==> config.mk <==
export PLATFORM = sky130hd
export DESIGN_NAME = uart_rx_fifo_flat
export DESIGN_NICKNAME = d
export VERILOG_FILES = /design/src/rtl/uart_pkg.sv /design/src/rtl/uart_rx_fifo_if.sv /design/src/rtl/uart_byte_fifo.sv /design/src/rtl/uart_rx_fifo.sv /design/src/flat_wrapper.sv
export SDC_FILE = /design/constraint.sdc
export NUM_CORES = 1
export LEC_CHECK = 0
export BUFFER_PORTS_ARGS = -buffer_cell sky130_fd_sc_hd__buf_2
export CAP_MARGIN = 10
export CORE_MARGIN = 2
export CORE_UTILIZATION = 26
export CTS_CLUSTER_DIAMETER = 100
export CTS_CLUSTER_SIZE = 28
export DETAILED_ROUTE_END_ITERATION = 7
export PLACE_DENSITY_LB_ADDON = 0.08
export SYNTH_ARGS = -nofsm -noshare
export SYNTH_HDL_FRONTEND = slang
export SYNTH_SLANG_ARGS = --single-unit
==> constraint.sdc <==
create_clock -name CLK -period 5.16 [get_ports CLK]
set_input_delay 0.516 -clock CLK [delete_from_list [all_inputs] [get_ports CLK]]
set_output_delay 0.516 -clock CLK [all_outputs]
set_load 0.05 [all_outputs]
==> src/rtl/uart_pkg.sv <==
// Shared definitions for the oversampling UART receiver and its byte FIFO.
// The optional parity stage (UART_RX_PARITY_EN) uses the PARITY state defined here.
package uart_pkg;

   typedef enum logic [2:0] {
      IDLE   = 3'd0,
      START  = 3'd1,
      DATA   = 3'd2,
      PARITY = 3'd3,
      STOP   = 3'd4,
      BREAK  = 3'd5
   } rx_state_t;

   localparam int OVERSAMPLE = 16;

   localparam logic [3:0] VOTE_LO  = 4'd7;
   localparam logic [3:0] VOTE_MID = 4'd8;
   localparam logic [3:0] VOTE_HI  = 4'd9;

   // Clocks per oversample tick; a too-slow clock still ticks every cycle.
   function automatic int calc_div(int clk_freq, int baud);
      int d;
      d = clk_freq / (baud * OVERSAMPLE);
      return (d < 1) ? 1 : d;
   endfunction

endpackage

==> src/rtl/uart_rx_fifo_if.sv <==
// Read-side handshake of the receive FIFO: show-ahead data, valid, pop and occupancy.
interface uart_rx_fifo_if #(
   parameter int FIFO_DEPTH = 4
);
   localparam int LVL_W = $clog2(FIFO_DEPTH) + 1;

   logic             rd_en;
   logic [7:0]       rd_data;
   logic             rd_valid;
   logic [LVL_W-1:0] level;

   modport master (
      input  rd_en,
      output rd_data,
      output rd_valid,
      output level
   );

   modport slave (
      output rd_en,
      input  rd_data,
      input  rd_valid,
      input  level
   );
endinterface

==> src/rtl/uart_byte_fifo.sv <==
// Show-ahead byte FIFO: dout always presents the head entry; push while full
// is accepted only when a pop happens in the same cycle.
module uart_byte_fifo #(
   parameter int DEPTH = 4
) (
   input  logic                     CLK,
   input  logic                     RESET,
   input  logic                     push,
   input  logic                     pop,
   input  logic [7:0]               din,
   output logic [7:0]               dout,
   output logic                     full,
   output logic                     empty,
   output logic [$clog2(DEPTH):0]   level
);

   localparam int AW = (DEPTH > 1) ? $clog2(DEPTH) : 1;
   localparam int LW = $clog2(DEPTH) + 1;

   logic [7:0]    mem [DEPTH];
   logic [AW-1:0] wr_ptr;
   logic [AW-1:0] rd_ptr;
   logic [LW-1:0] count;
   logic          pop_ok;
   logic          push_ok;

   assign empty   = (count == '0);
   assign full    = (count == LW'(DEPTH));
   assign pop_ok  = pop & ~empty;
   assign push_ok = push & (~full | pop_ok);
   assign dout    = mem[rd_ptr];
   assign level   = count;

   // Pointers are exactly log2(DEPTH) wide, so they wrap modulo DEPTH.
   always_ff @(posedge CLK or posedge RESET) begin
      if (RESET) begin
         wr_ptr <= '0;
         rd_ptr <= '0;
         count  <= '0;
         for (int i = 0; i < DEPTH; i++) mem[i] <= 8'h00;
      end else begin
         if (push_ok) begin
            mem[wr_ptr] <= din;
            wr_ptr      <= wr_ptr + 1'b1;
         end
         if (pop_ok) rd_ptr <= rd_ptr + 1'b1;
         case ({push_ok, pop_ok})
            2'b10:   count <= count + 1'b1;
            2'b01:   count <= count - 1'b1;
            default: count <= count;
         endcase
      end
   end

endmodule

==> src/rtl/uart_rx_fifo.sv <==
// 8N1 UART receiver (16x oversampling, 3-sample vote) feeding a show-ahead FIFO
// with sticky framing/overrun flags. Define UART_RX_PARITY_EN for even parity.
module uart_rx_fifo
   import uart_pkg::*;
#(
   parameter int CLK_FREQ   = 50000000,
   parameter int BAUD       = 9600,
   parameter int FIFO_DEPTH = 4
) (
   input  logic CLK,
   input  logic RESET,
   input  logic rx,
   input  logic err_clr,
   output logic frame_err,
   output logic overrun,
`ifdef UART_RX_PARITY_EN
   output logic parity_err,
`endif
   uart_rx_fifo_if.master rd_if
);

   localparam int DIV   = calc_div(CLK_FREQ, BAUD);
   localparam int DIV_W = (DIV > 1) ? $clog2(DIV) : 1;

   rx_state_t  state;
   logic       rx_sync_p0;
   logic       rx_sync_p1;
   logic       rx_prev;
   logic [DIV_W-1:0] div_cnt;
   logic       tick;
   logic [3:0] smp_cnt;
   logic [2:0] bit_idx;
   logic [7:0] shreg;
   logic       samp_lo;
   logic       samp_mid;
   logic       bit_val;
   logic       at_vote;
   logic       start_det;
   logic       push;
   logic       pop;
   logic       frame_set;
   logic       overrun_set;
   logic       fifo_full;
   logic       fifo_empty;
   logic       parity_bad;
   logic       parity_set;

   function automatic logic maj3(logic a, logic b, logic c);
      return (a & b) | (a & c) | (b & c);
   endfunction

   // Stage p0/p1: two-flop synchroniser; rx_prev gives the edge reference.
   always_ff @(posedge CLK or posedge RESET) begin
      if (RESET) begin
         rx_sync_p0 <= 1'b1;
         rx_sync_p1 <= 1'b1;
         rx_prev    <= 1'b1;
      end else begin
         rx_sync_p0 <= rx;
         rx_sync_p1 <= rx_sync_p0;
         rx_prev    <= rx_sync_p1;
      end
   end

   assign start_det = (state == IDLE) & rx_prev & ~rx_sync_p1;
   assign tick      = (div_cnt == DIV_W'(DIV - 1));
   assign at_vote   = tick & (smp_cnt == VOTE_HI);
   assign bit_val   = maj3(samp_lo, samp_mid, rx_sync_p1);
   assign pop       = rd_if.rd_en & rd_if.rd_valid;

   always_ff @(posedge CLK or posedge RESET) begin
      if (RESET)          div_cnt <= '0;
      else if (start_det) div_cnt <= '0;
      else if (tick)      div_cnt <= '0;
      else                div_cnt <= div_cnt + 1'b1;
   end

   always_comb begin
      push       = 1'b0;
      frame_set  = 1'b0;
      parity_set = 1'b0;
      if (at_vote) begin
         case (state)
            STOP: begin
               if (bit_val) push      = ~parity_bad;
               else         frame_set = 1'b1;
            end
            PARITY:  parity_set = (bit_val != ^shreg);
            default: ;
         endcase
      end
   end

   assign overrun_set = push & fifo_full & ~pop;

   // Vote samples and the shift register carry data only; no reset needed.
   always_ff @(posedge CLK) begin
      if (tick && smp_cnt == VOTE_LO)  samp_lo  <= rx_sync_p1;
      if (tick && smp_cnt == VOTE_MID) samp_mid <= rx_sync_p1;
      if (at_vote && state == DATA)    shreg    <= {bit_val, shreg[7:1]};
   end

   always_ff @(posedge CLK or posedge RESET) begin
      if (RESET) begin
         state      <= IDLE;
         smp_cnt    <= '0;
         bit_idx    <= '0;
         parity_bad <= 1'b0;
         frame_err  <= 1'b0;
         overrun    <= 1'b0;
      end else begin
         frame_err <= frame_set   | (frame_err & ~err_clr);
         overrun   <= overrun_set | (overrun   & ~err_clr);
         if (tick && state != IDLE && state != BREAK) smp_cnt <= smp_cnt + 4'd1;
         case (state)
            IDLE: begin
               if (start_det) begin
                  smp_cnt    <= '0;
                  parity_bad <= 1'b0;
                  state      <= START;
               end
            end
            START: begin
               if (at_vote) begin
                  bit_idx <= '0;
                  state   <= bit_val ? IDLE : DATA;
               end
            end
            DATA: begin
               if (at_vote) begin
                  bit_idx <= bit_idx + 3'd1;
                  if (bit_idx == 3'd7) begin
`ifdef UART_RX_PARITY_EN
                     state <= PARITY;
`else
                     state <= STOP;
`endif
                  end
               end
            end
`ifdef UART_RX_PARITY_EN
            PARITY: begin
               if (at_vote) begin
                  parity_bad <= parity_set;
                  state      <= STOP;
               end
            end
`endif
            // Leaving at mid-stop lets the next start edge resync the frame.
            STOP: begin
               if (at_vote) state <= bit_val ? IDLE : BREAK;
            end
            BREAK: begin
               if (rx_sync_p1) state <= IDLE;
            end
            default: state <= IDLE;
         endcase
      end
   end

`ifdef UART_RX_PARITY_EN
   always_ff @(posedge CLK or posedge RESET) begin
      if (RESET) parity_err <= 1'b0;
      else       parity_err <= parity_set | (parity_err & ~err_clr);
   end
`endif

   assign rd_if.rd_valid = ~fifo_empty;

   uart_byte_fifo #(
      .DEPTH (FIFO_DEPTH)
   ) u_fifo (
      .CLK   (CLK),
      .RESET (RESET),
      .push  (push),
      .pop   (pop),
      .din   (shreg),
      .dout  (rd_if.rd_data),
      .full  (fifo_full),
      .empty (fifo_empty),
      .level (rd_if.level)
   );

endmodule

==> src/flat_wrapper.sv <==
// flat-port wrapper written by rule: the top's interface ports become plain ports
module uart_rx_fifo_flat import uart_pkg::*;
#(
   parameter int CLK_FREQ   = 50000000,
   parameter int BAUD       = 9600,
   parameter int FIFO_DEPTH = 4
)
  (CLK, RESET, rx, err_clr, frame_err, overrun, rd_if_rd_en, rd_if_rd_data, rd_if_rd_valid, rd_if_level);
  uart_rx_fifo_if #(.FIFO_DEPTH(FIFO_DEPTH)) rd_if_i ();
  input  logic CLK;
  input  logic RESET;
  input  logic rx;
  input  logic err_clr;
  output logic frame_err;
  output logic overrun;
  input wire logic [$bits(rd_if_i.rd_en)-1:0] rd_if_rd_en;
  output wire logic [$bits(rd_if_i.rd_data)-1:0] rd_if_rd_data;
  output wire logic [$bits(rd_if_i.rd_valid)-1:0] rd_if_rd_valid;
  output wire logic [$bits(rd_if_i.level)-1:0] rd_if_level;
  assign rd_if_i.rd_en = rd_if_rd_en;
  assign rd_if_rd_data = rd_if_i.rd_data;
  assign rd_if_rd_valid = rd_if_i.rd_valid;
  assign rd_if_level = rd_if_i.level;
  uart_rx_fifo #(.CLK_FREQ(CLK_FREQ), .BAUD(BAUD), .FIFO_DEPTH(FIFO_DEPTH)) u_core (.CLK(CLK), .RESET(RESET), .rx(rx), .err_clr(err_clr), .frame_err(frame_err), .overrun(overrun), .rd_if(rd_if_i));
endmodule
==> results of run 1 <==
[metal layers]
metal / wire, µm / global-route usage / vias up
met3: 228 / 0.03330 / 12
met1: 3188 / 0.1365 / 1012
met5: 0 / 0 / -
li1: - / - / 965
met4: 150 / 0.05655 / 0
met2: 3363 / 0.1770 / 20
[cells in the final DEF (no fill, tap or decap), types with 4 or more instances in the layout]
cell / instances
ha_1: 12
xor2_1: 10
a21oi_1: 6
xnor2_1: 4
buf_2: 18
inv_1: 14
nor2_1: 13
nand2_1: 15
edfxtp_1: 10
nand3_1: 6
mux2_2: 33
mux4_2: 8
nand3_4: 4
clkbuf_16: 9
o21ai_0: 4
dfrtp_1: 60
[registers in the layout, indices dropped and copies added, names as in the netlist, 2 cells and up]
name and cells:
u_core.bit_idx 3, u_core.div_cnt 9, u_core.shreg 8, u_core.smp_cnt 4, u_core.state 3, u_core.u_fifo.level 3, u_core.u_fifo.mem 32, u_core.u_fifo.rd_ptr 2
u_core.u_fifo.wr_ptr 2
[worst max-delay path by stage]
| stage | end | from | cells after the start |
|---|---|---|---|
| finish | u_core.u_fifo.level[2]$_DFFE_PP0P_ | u_core.u_fifo.level[0]$_DFFE_PP0P_ | 9 |
| global route | u_core.u_fifo.level[2]$_DFFE_PP0P_ | u_core.u_fifo.level[0]$_DFFE_PP0P_ | 9 |
| CTS | u_core.u_fifo.level[2]$_DFFE_PP0P_ | u_core.u_fifo.level[0]$_DFFE_PP0P_ | 9 |
| detailed placement | u_core.u_fifo.level[2]$_DFFE_PP0P_ | rd_if_rd_en | 10 |
| global placement | u_core.u_fifo.level[2]$_DFFE_PP0P_ | rd_if_rd_en | 10 |
| floorplan | u_core.u_fifo.level[2]$_DFFE_PP0P_ | u_core.u_fifo.level[0]$_DFFE_PP0P_ | 10 |
[layout make-up]
class / count / area, µm²
Timing Repair Buffer: 20 / 105.1
Tap cell: 172 / 215.2
Clock inverter: 5 / 80.08
Sequential cell: 73 / 1881
Fill cell: 1323 / 8697
Inverter: 15 / 56.30
Clock buffer: 11 / 232.7
Multi-Input combinational cell: 159 / 1455
[power breakdown]
part	switching, W	internal (W)
Sequential	0.0000947	0.000632
Combinational	0.000135	0.000108
Clock	0.000239	0.000422
Total	0.000469	0.00116
[cells by family after synthesis]
logic type / count (synthesis) / synth area share
multiplexers: 43 / 0.1677
AND/OR/NAND/NOR: 65 / 0.1229
buffers and inverters: 21 / 0.02348
AO/OA/AOI/OAI: 23 / 0.04551
flip-flops: 73 / 0.5516
XOR/XNOR: 14 / 0.03596
adder cells (fa/ha/maj): 14 / 0.05284
[stage by stage]
stage          total power, W  setup WS [ns]  hold slack [ns]  instance area (µm²)
6_report             0.001631          2.434           0.2789                 4025
5_1_grt              0.001722          2.285           0.2694                 4025
4_1_cts              0.001663          2.396           0.2655                 4025
3_5_place_dp        0.0009877          2.276           0.3478                 3712
3_3_place_gp        0.0009890          2.303           0.3476                 3712
2_1_floorplan       0.0009169          2.341           0.3452                 3410
==> results.json, run 1 <==
{
  "status": "completed",
  "vias_per_cell": 4.415,
  "fmax_mhz": 366.8,
  "clock_latency_ns": 0.34,
  "overflow": 0,
  "synthTopCellsByArea": "dfrtp_1, mux2_2, edfxtp_1",
  "criticalPathCategory": "reg2reg",
  "dieArea_mm2": 0.01405,
  "hold_viol": 0,
  "drcViolationCount": 0,
  "cts_resized": 0,
  "grt_pass1_vias": 2172,
  "synth_seq_cells": 73,
  "path_clk_slew_ns": 0.05,
  "fin_util": 0.3164,
  "period_share": 0.5284,
  "relSlewSlack": 0.4389,
  "cp_slowest_cell": "or4b_2",
  "rows": 41,
  "hold_path.class": "in2reg",
  "start_util": 0.2680,
  "reg2reg_to": "u_core.u_fifo.level[2]$_DFFE_PP0P_",
  "holdPathEnd": "u_core.rx_sync_p0$_DFF_PP1_",
  "synthTopCellsByCount": "dfrtp_1, mux2_2, inv_1, nand2_1, nor2_1",
  "postCtsHoldBufs": 0,
  "drtIter0Drc": 45,
  "grt_pass1_wl_um": 11790,
  "yosys.area.top_type": "dfrtp_1",
  "critPathBufInv": 1,
  "grt_max_degree": 64,
  "n_antenna_cell": 0,
  "crit_top_cell": "xor2_1",
  "path_cells": "or4b_2 -> and4_1 -> nand2_1 -> ha_1 -> inv_1 -> fa_1 -> xor2_1 -> nor2_1 -> xor2_1",
  "required_ns": 5.42,
  "track_usage": 0.1112,
  "core_mm2": 0.01272,
  "yosys_warnings": 0,
  "dp_hpwl_um": 4517,
  "p_leak_nw": 1.815,
  "slew_viol_final": 0,
  "synth_area_mm2": 0.003410,
  "cts_root_buffer": "clkbuf_16",
  "worstRegToRegCells": 9,
  "finalSetupTns_ns": 0,
  "io_buffers": 18,
  "syn_nets": 271,
  "htree_levels": 3,
  "finalSetupViolations": 0,
  "post_layout_nonfiller_instances": 455,
  "timing.final.crit_period_ns": 2.726,
  "r2r-start": "u_core.u_fifo.level[0]$_DFFE_PP0P_",
  "cts_buffer_depth": 2,
  "whs_path_depth": 1,
  "finClkSkew_ns": 0.005047,
  "cts_tree": "done",
  "place_inst": 439,
  "power_density_mw_per_mm2": 405.1,
  "synth_most_common_cell": "dfrtp_1",
  "vias": 2009,
  "tightest_slew_ns": 0.8417,
  "syn_inst": 253,
  "wirelength_um": 6931,
  "endpoint_kind": "register",
  "die_w_um": 118.5,
  "synth_top_cell_area_share": 0.4404,
  "post_cts_buffers": 0,
  "yosysSeqAreaShare": 0.5516,
  "io_pins": 19,
  "die_h_um": 118.5,
  "antenna_found_initial": 0,
  "start_kind": "register",
  "cts_sinks": 73,
  "hp-start": "rx",
  "nets": 296,
  "synthArstFlopShare": 0.8630,
  "routabilityCongestion": 0.7157,
  "cpPeakStageDelay_ns": 0.71,
  "maxCapViolCount": 0,
  "rsz0062_at_grt": "no",
  "crit_fanout": 6,
  "crit_family": "simple AND/OR/NAND/NOR gates",
  "avgRoutedWirePerCell_um": 15.23,
  "synth_edf_count": 10,
  "yosys_most_used_dff": "dfrtp_1",
  "syn_to_final_growth_pct": 18.06,
  "cts_buffers": 9,
  "synth_area_per_cell_um2": 13.48,
  "worst_ep_arrival_time_ns": 2.99,
  "ir_worst_vdd_mv": 0.2049,
  "first_pass_iters": 4,
  "r2r_setup_slack_ns": 2.43,
  "ys_types": 49,
  "drive_above_1_share": 0.3251,
  "ant_nets": 0
}
(Power assumes the default switching activity.)
==> run 2, diff against run 1 <==
Settings changed: ABC_AREA set to 1.
Clock period 5.16 ns to 2.2 ns, I/O delays scaled along.
==> results.json, run 2 <==
{
  "post-place-ws_ns": 0.06227,
  "power_w": 0.004873,
  "synthArstFlopShare": 0.8630,
  "synth_area_per_cell_um2": 8.813,
  "cts_root_buffer": "clkbuf_16",
  "required_ns": 1.98,
  "regMostFlops": "u_core.u_fifo.mem",
  "synth_top_cell_area_share": 0.4155,
  "wl_met2_um": 4335,
  "clock_latency_ns": 0.34,
  "ant_nets": 0,
  "rows": 43,
  "synth_most_common_cell": "nand2_1",
  "drtIter0Drc": 194,
  "maxCapViolCount": 0,
  "rsz0062_at_grt": "no",
  "die_h_um": 121.9,
  "vias_per_cell": 4.484,
  "cts_buffers": 9,
  "top_layer": "met4",
  "grt_pass1_vias": 2910,
  "final_common_cell": "nand2_1",
  "antenna_found_initial": 0,
  "fmax_mhz": 494.8,
  "finalSetupViolations": 0,
  "first_pass_iters": 4,
  "status": "completed",
  "die_w_um": 121.9,
  "yosys_warnings": 0,
  "track_usage": 0.1354,
  "worst_ep_arrival_time_ns": 1.80,
  "hold_path.class": "in2reg",
  "drive_above_1_share": 0.1696,
  "vias": 2816,
  "power_density_mw_per_mm2": 1137,
  "htree_levels": 3,
  "start_kind": "register",
  "synth_area_mm2": 0.003613,
  "syn_nets": 428,
  "syn_inst": 410,
  "synth_edf_count": 10,
  "relSlewSlack": 0.6898,
  "cts_buffer_depth": 2,
  "io_pins": 19,
  "dp_hpwl_um": 6195,
  "synthTopCellsByCount": "nand2_1, dfrtp_1, nor2_1, inv_1, nand4_1",
  "ys_types": 32,
  "start_util": 0.2634,
  "criticalPathCategory": "reg2out",
  "wl_met3_um": 372,
  "final_cell_mix": "nand2_1, dfrtp_1, nor2_1",
  "path_clk_slew_ns": 0.06,
  "yosys_most_used_dff": "dfrtp_1",
  "io_buffers": 18,
  "cts_sinks": 73,
  "r2r_setup_slack_ns": 0.20,
  "slew_viol_final": 0,
  "synthTopCellsByArea": "dfrtp_1, nand2_1, edfxtp_1",
  "nets": 461,
  "crit_fanout": 9,
  "p_leak_nw": 2.083,
  "yosys.area.top_type": "dfrtp_1",
  "yosysSeqAreaShare": 0.5204,
  "period_share": 0.9186,
  "finClkSkew_ns": 0.01164,
  "wirelength_um": 9024,
  "top_regs": "u_core.u_fifo.mem: 32 flops, u_core.div_cnt: 9 flops, u_core.shreg: 8 flops",
  "cts_tree": "done",
  "n_antenna_cell": 0,
  "ir_worst_vdd_mv": 0.5227,
  "dieArea_mm2": 0.01486,
  "overflow": 0,
  "finalSetupTns_ns": 0,
  "grt_pass1_wl_um": 15290,
  "syn_to_final_growth_pct": 18.63,
  "largest_reg_flops": 32,
  "endpoint_kind": "output pin",
  "setup_slack_ns": 0.1791,
  "core_mm2": 0.01372,
  "timing.final.crit_period_ns": 2.021,
  "drcViolationCount": 0,
  "tightest_slew_ns": 0.4646,
  "grt_max_degree": 45,
  "met1Wirelength_um": 4211,
  "avgRoutedWirePerCell_um": 14.37,
  "hold_viol": 0,
  "synth_seq_cells": 73,
  "routabilityCongestion": 0.7842
}
run 2: power by group:
group	switching (W)	internal, W	leakage [nW]	total, W
Clock	0.000582	0.000877	0.146	0.00146
Combinational	0.00127	0.000492	1.00	0.00177
Sequential	0.000146	0.00150	0.936	0.00165
run 2: layout make-up:
type	instances	area (µm²)
clock buffer	9	225.2
clock inverter	7	70.07
fill	1454	9433
inverter	35	131.4
multi-input combinational	287	1501
sequential	73	1883
tap	180	225.2
timing repair buffer	37	250.2
run 2: logic make-up after synthesis:
| group | Yosys count | share of synthesized area |
|---|---|---|
| XOR/XNOR | 6 | 0.01454 |
| adder cells (fa/ha/maj) | 13 | 0.04709 |
| AND/OR/NAND/NOR | 228 | 0.2850 |
| flip-flops | 73 | 0.5204 |
| buffers and inverters | 50 | 0.07271 |
| AO/OA/AOI/OAI | 40 | 0.06025 |
run 2: what timing repair did:
item	4_1_cts	5_1_grt
setup endpoints to repair	0	23
setup buffers	0	1
hold buffers	2	0
hold endpoints to repair	20	0
resized for setup	0	10
run 2: final timing paths:
check	start	endpoint	depth (start not counted)
setup / recovery	u_core.u_fifo.rd_ptr[1]$_DFFE_PP0P_	rd_if_rd_data[7]	4
hold / removal	err_clr	u_core.frame_err$_DFF_PP0_	2
setup reg to reg	u_core.div_cnt[1]$_DFF_PP0_	u_core.u_fifo.level[2]$_DFFE_PP0P_	13
hold reg to reg	u_core.rx_sync_p0$_DFF_PP1_	u_core.rx_sync_p1$_DFF_PP1_	0
max in group asynchronous	RESET	u_core.rx_prev$_DFF_PP1_	4
min in group asynchronous	RESET	u_core.u_fifo.rd_ptr[1]$_DFFE_PP0P_	3
run 2: routing by layer:
layer / GRT usage / vias to the layer above
li1: - / 1421
met1: 0.1710 / 1336
met2: 0.2231 / 49
met3: 0.04260 / 10
met4: 0.03879 / 0
met5: 0 / -
run 2: stage by stage:
step	cell area, µm²	hold WS, ns	utilization	cells
2_1_floorplan	3618	0.2245	-	410
3_3_place_gp	3935	0.2664	0.2868	609
3_5_place_dp	3935	0.2733	0.2868	609
4_1_cts	4250	0.1158	0.3098	627
5_1_grt	4287	0.1176	0.3124	628
6_report	4287	0.1296	0.3124	628
run 2: worst max-delay path, stage by stage (launching register included):
cell     delay (ns)
dfrtp_1        0.51
inv_1          0.29
o21ai_0        0.14
o22ai_1        0.21
buf_2          0.32
